===== src/rtl/uivtc.sv =====
// Video timing controller: free-running raster counters produce registered
// hsync/vsync/data-enable, a frame-start pulse and active-area coordinates.
module uivtc #(
    parameter int H_ACTIVE = 1920,
    parameter int H_FP     = 88,
    parameter int H_SYNC   = 44,
    parameter int H_BP     = 148,
    parameter int V_ACTIVE = 1080,
    parameter int V_FP     = 4,
    parameter int V_SYNC   = 5,
    parameter int V_BP     = 36,
    parameter bit HS_POL   = 1'b1,
    parameter bit VS_POL   = 1'b1
) (
    input  logic        vtc_clk_i,
    input  logic        vtc_rstn_i,
    input  logic        vtc_en_i,
    output logic        vtc_vs_o,
    output logic        vtc_hs_o,
    output logic        vtc_de_o,
    output logic        vtc_fs_o,
    output logic [11:0] vtc_x_o,
    output logic [11:0] vtc_y_o
);

    localparam int H_TOTAL = H_SYNC + H_BP + H_ACTIVE + H_FP;
    localparam int V_TOTAL = V_SYNC + V_BP + V_ACTIVE + V_FP;

    // Region bounds are 13 bits so an end bound of exactly 4096 still fits.
    localparam logic [11:0] H_LAST     = 12'(H_TOTAL - 1);
    localparam logic [11:0] V_LAST     = 12'(V_TOTAL - 1);
    localparam logic [12:0] H_SYNC_END = 13'(H_SYNC);
    localparam logic [12:0] V_SYNC_END = 13'(V_SYNC);
    localparam logic [12:0] H_DE_BEG   = 13'(H_SYNC + H_BP);
    localparam logic [12:0] H_DE_END   = 13'(H_SYNC + H_BP + H_ACTIVE);
    localparam logic [12:0] V_DE_BEG   = 13'(V_SYNC + V_BP);
    localparam logic [12:0] V_DE_END   = 13'(V_SYNC + V_BP + V_ACTIVE);
    localparam logic [11:0] X_OFF      = 12'(H_SYNC + H_BP);
    localparam logic [11:0] Y_OFF      = 12'(V_SYNC + V_BP);

    logic [11:0] h_cnt;
    logic [11:0] v_cnt;
    logic [12:0] h_ext;
    logic [12:0] v_ext;
    logic        h_wrap;
    logic        v_wrap;
    logic        hs_act;
    logic        vs_act;
    logic        h_de;
    logic        v_de;
    logic        de_now;

    assign h_ext  = {1'b0, h_cnt};
    assign v_ext  = {1'b0, v_cnt};
    assign h_wrap = (h_cnt == H_LAST);
    assign v_wrap = (v_cnt == V_LAST);
    assign hs_act = (h_ext < H_SYNC_END);
    assign vs_act = (v_ext < V_SYNC_END);
    assign h_de   = (h_ext >= H_DE_BEG) && (h_ext < H_DE_END);
    assign v_de   = (v_ext >= V_DE_BEG) && (v_ext < V_DE_END);
    assign de_now = h_de && v_de;

    always_ff @(posedge vtc_clk_i or negedge vtc_rstn_i) begin
        if (!vtc_rstn_i) begin
            h_cnt    <= '0;
            v_cnt    <= '0;
            vtc_hs_o <= ~HS_POL;
            vtc_vs_o <= ~VS_POL;
            vtc_de_o <= 1'b0;
            vtc_fs_o <= 1'b0;
            vtc_x_o  <= '0;
            vtc_y_o  <= '0;
        end else if (!vtc_en_i) begin
            // Disable aborts at once; the next enable restarts from (0,0).
            h_cnt    <= '0;
            v_cnt    <= '0;
            vtc_hs_o <= ~HS_POL;
            vtc_vs_o <= ~VS_POL;
            vtc_de_o <= 1'b0;
            vtc_fs_o <= 1'b0;
            vtc_x_o  <= '0;
            vtc_y_o  <= '0;
        end else begin
            h_cnt <= h_wrap ? 12'd0 : h_cnt + 12'd1;
            if (h_wrap) begin
                v_cnt <= v_wrap ? 12'd0 : v_cnt + 12'd1;
            end
            vtc_hs_o <= hs_act ? HS_POL : ~HS_POL;
            vtc_vs_o <= vs_act ? VS_POL : ~VS_POL;
            vtc_de_o <= de_now;
            vtc_fs_o <= (h_cnt == 12'd0) && (v_cnt == 12'd0);
            vtc_x_o  <= de_now ? h_cnt - X_OFF : 12'd0;
            vtc_y_o  <= de_now ? v_cnt - Y_OFF : 12'd0;
        end
    end

endmodule


===== config.mk =====
export PLATFORM = sky130hd
export DESIGN_NAME = uivtc
export DESIGN_NICKNAME = d
export VERILOG_FILES = /design/src/rtl/uivtc.sv
export SDC_FILE = /design/constraint.sdc
export NUM_CORES = 1
export LEC_CHECK = 0
export CAP_MARGIN = 20
export CORE_MARGIN = 5
export CORE_UTILIZATION = 40
export CTS_BUF_LIST = sky130_fd_sc_hd__clkbuf_16
export CTS_CLUSTER_DIAMETER = 80
export CTS_CLUSTER_SIZE = 40
export DETAILED_ROUTE_END_ITERATION = 10
export HOLD_SLACK_MARGIN = 0.06
export MAX_ROUTING_LAYER = met4
export PLACE_DENSITY = 0.63
export SYNTH_ARGS = -nofsm -noshare
export SYNTH_HDL_FRONTEND = slang
export SYNTH_SLANG_ARGS = --single-unit
export TNS_END_PERCENT = 10

===== constraint.sdc =====
create_clock -name vtc_clk_i -period 4.68 [get_ports vtc_clk_i]
set_input_delay 0.468 -clock vtc_clk_i [delete_from_list [all_inputs] [get_ports vtc_clk_i]]
set_output_delay 0.468 -clock vtc_clk_i [all_outputs]
set_load 0.005 [all_outputs]

==> impl_metrics.yaml <==
clocking:
  cts-htree-levels: 2
  clk_root_buffer_cell: "sky130_fd_sc_hd__clkbuf_16"
  cts-buffers-inserted: 5
  post-cts-setup-buffer-count: 0
  hold_buffers: 0
  clock_sinks: 52
  latest_clock_arrival_within_the_worst_skew_pair_ns: 0.29
  tritoncts: "yes"
  ctsLongestPathBuffers: 2
  post_cts_resize_count: 0
  clkSlewWorstSetupHoldPaths_ns: 0.06
logic_synthesis:
  post_synth_main_area_contributors: "sky130_fd_sc_hd__dfrtp_1 49%, sky130_fd_sc_hd__nor2_1 6.1%, sky130_fd_sc_hd__ha_1 4.2%"
  netlist_area_um2: 2663
  yosysTopAreaCell: "sky130_fd_sc_hd__dfrtp_1"
  synth.avg_cell_area_um2: 10.12
  post-synth-top-area-fraction: 0.4887
  synth_cell_types: 45
  ys_ff_latch: 52
  synth.yosys.warnings: 0
  number_of_standard_cells_after_synthesis: 263
  syn_nets: 275
  yosysSeqAreaShare: 0.4887
grt:
  grtUsageTotal: 0.1393
  grt_pass1_wl_um: 9266
  grt_max_degree: 53
  first_global_vias: 1858
  antenna_found_initial: 0
  gr_ovfl_total: 0
critical_path:
  cp_data_required_time_ns: 4.86
  crit_path_end_kind: "flop"
  r2r.worst_path.cells: 7
  worst_r2r_startpoint: "v_cnt[0]$_DFFE_PN0P_"
  path_max_fanout: 25
  r2r_end: "vtc_y_o[3]$_DFF_PN0_"
  critical_path_class: "flop to flop"
  worstSetupStartpoint: "v_cnt[0]$_DFFE_PN0P_"
  r2r_setup_slk_ns: 1.97
  data_arrival_time_of_the_worst_path_ns: 2.89
  critical_path_start_type: "flop"
placement:
  dpl_worst_slack_ns: 1.969
  finalWeightedCongestion: 0.8528
  place.detailed.instances: 356
  portBuffers: 30
  hpwl_um: 3607
layout:
  area.sequential_um2: 1301
  filler_free_cell_count_of_the_finished_design: 365
  most-common-layout-cells: "52 x sky130_fd_sc_hd__dfrtp_1, 43 x sky130_fd_sc_hd__nor2_1, 29 x sky130_fd_sc_hd__clkdlybuf4s50_1"
  mostFrequentLayoutCell: "sky130_fd_sc_hd__dfrtp_1"
  drive_gt1_frac: 0.08681
  final_net_count: 299
  number_of_filler_cells_placed_in_the_layout: 593
  finalCoreUtilization: 0.4902
  syn2layout_area_growth_pct: 18.23
  multiInputGateArea_um2: 1224
  n_antenna_cell: 0
detailed_routing:
  dr.pass1.iters: 4
  drt_wl_total_um: 5181
  drt_drc_violations_left: 0
  route.detailed.wl_per_inst_um: 14.19
  drt_iter0_drc: 65
  avgViaCountPerCell: 5.197
  vias_after_detailed_routing: 1897
  detail-route-antenna-nets: 0
sta:
  timing.final.crit_period_ns: 2.708
  max_slew_margin: 0.5342
  final-hold-violation-count: 0
  fin_ws_ns: 1.972
  max_slew.worst_pin.slew_ns: 0.6923
  finalSetupViolations: 0
  whs_ns: 0.2754
  final_max_slew_viol_count: 0
  period_share: 0.5785
  rsz0062_at_grt: "no"
  totalNegativeSetupSlack_ns: 0
  maxClockFrequency_mhz: 369.3
  clock_skew_ns: 0.002510
floorplan:
  core_area_um2: 6422
  die_width_um: 91.59
  initial_core_util: 0.4146
  floorplan.die.height_um: 91.59
  core.rowCount: 29
  num_io_pins: 31
  die_area_um2: 8388
flow_run:
  cap_viol_max_count: 0
min_path:
  worstHoldPathType: "input port to asynchronous set/reset pin"
outcome:
  run_status: "completed"
power:
  total_leakage_power_nw: 1.467
  cellPowerDensity_nw_per_um2: 282.8
  power.ir.vdd_worst_mv: 0.1481
==> cell type report <==
type	count	area share
Timing Repair Buffer	32	0.09976
Clock buffer	5	0.03975
Sequential cell	52	0.4134
Tap cell	77	0.03060
Multi-Input combinational cell	183	0.3887
Inverter	13	0.01550
Clock inverter	3	0.01232
==> worst max path at each step <==
stage / depth (start not counted) / endpoint / slack (ns)
2_1_floorplan: 8 / vtc_y_o[8]$_DFF_PN0_ / 2.68
3_3_place_gp: 5 / v_cnt[4]$_DFFE_PN0P_ / 2.18
3_5_place_dp: 7 / vtc_y_o[3]$_DFF_PN0_ / 1.97
4_1_cts: 7 / vtc_y_o[3]$_DFF_PN0_ / 1.96
5_1_grt: 7 / vtc_y_o[3]$_DFF_PN0_ / 1.75
6_report: 7 / vtc_y_o[3]$_DFF_PN0_ / 1.97
==> critical path, stage by stage, from the launching register on <==
cell and delay (ns):
sky130_fd_sc_hd__dfrtp_1 0.49, sky130_fd_sc_hd__inv_1 0.14, sky130_fd_sc_hd__ha_1 0.19, sky130_fd_sc_hd__nand2b_1 0.15, sky130_fd_sc_hd__or2_2 0.31, sky130_fd_sc_hd__a221oi_1 0.34, sky130_fd_sc_hd__nand4_2 0.57, sky130_fd_sc_hd__nor3_1 0.41
==> per-stage QoR <==
step	total power [mW]	area [um^2]
after floorplan	0.4786	2663
after detailed placement	0.4962	2973
after CTS	0.9008	3137
final	0.8901	3148
after global routing	0.9279	3148
after global placement	0.4958	2973
==> where the power goes <==
group          total [mW]  switching [mW]  internal [mW]  leakage [nW]
combinational      0.0311          0.0199         0.0113         0.663
clock               0.403           0.153          0.249        0.0850
sequential          0.456         0.00319          0.453         0.719
==> cells by family (layout without fill, tap and decap cells) <==
family | after synthesis | in the layout | synth area share
AO/OA/AOI/OAI | 32 | 32 | 0.08224
XOR/XNOR | 21 | 21 | 0.06908
adder cells (fa/ha/maj) | 9 | 9 | 0.04229
buffers and inverters | 28 | 53 | 0.05169
flip-flops | 52 | 52 | 0.4887
multiplexers | 3 | 3 | 0.01128
AND/OR/NAND/NOR | 118 | 118 | 0.2547
==> registers in the layout, indices dropped and copies added, names as in the netlist <==
signal	cells
vtc_x_o	12
v_cnt	12
vtc_y_o	12
vtc_vs_o	1
vtc_fs_o	1
vtc_hs_o	1
h_cnt	12
vtc_de_o	1
==> cells in the mapped netlist (all sizes together) <==
master	instances
o21a	1
nand2b	3
o21ai	10
clkbuf	5
or2	2
ha	9
and2	3
nor3	10
nand3	9
or3b	1
nor2	43
buf	10
xor2	10
or4	1
o31a	1
xnor2	11
nor4	8
a21oi	9
a21boi	1
a311oi	1
nand3b	3
nand2	9
a21bo	1
and4	1
or3	3
nor3b	6
inv	13
o41ai	1
nand4	9
and3	5
nor2b	2
a221oi	1
a21o	6
mux2i	3
dfrtp	52
==> metal layers <==
| layer | wire (um) | up-vias | global-route usage | part of all wire |
|---|---|---|---|---|
| met2 | 2336 | 33 | 0.1960 | 0.45 |
| met5 | 0 | - | - | 0 |
| met3 | 174 | 8 | 0.02975 | 0.034 |
| met4 | 67 | 0 | 0.04899 | 0.013 |
| met1 | 2603 | 916 | 0.1973 | 0.50 |
| li1 | - | 940 | - | - |
Note: power is estimated with default switching activity, not from simulation.
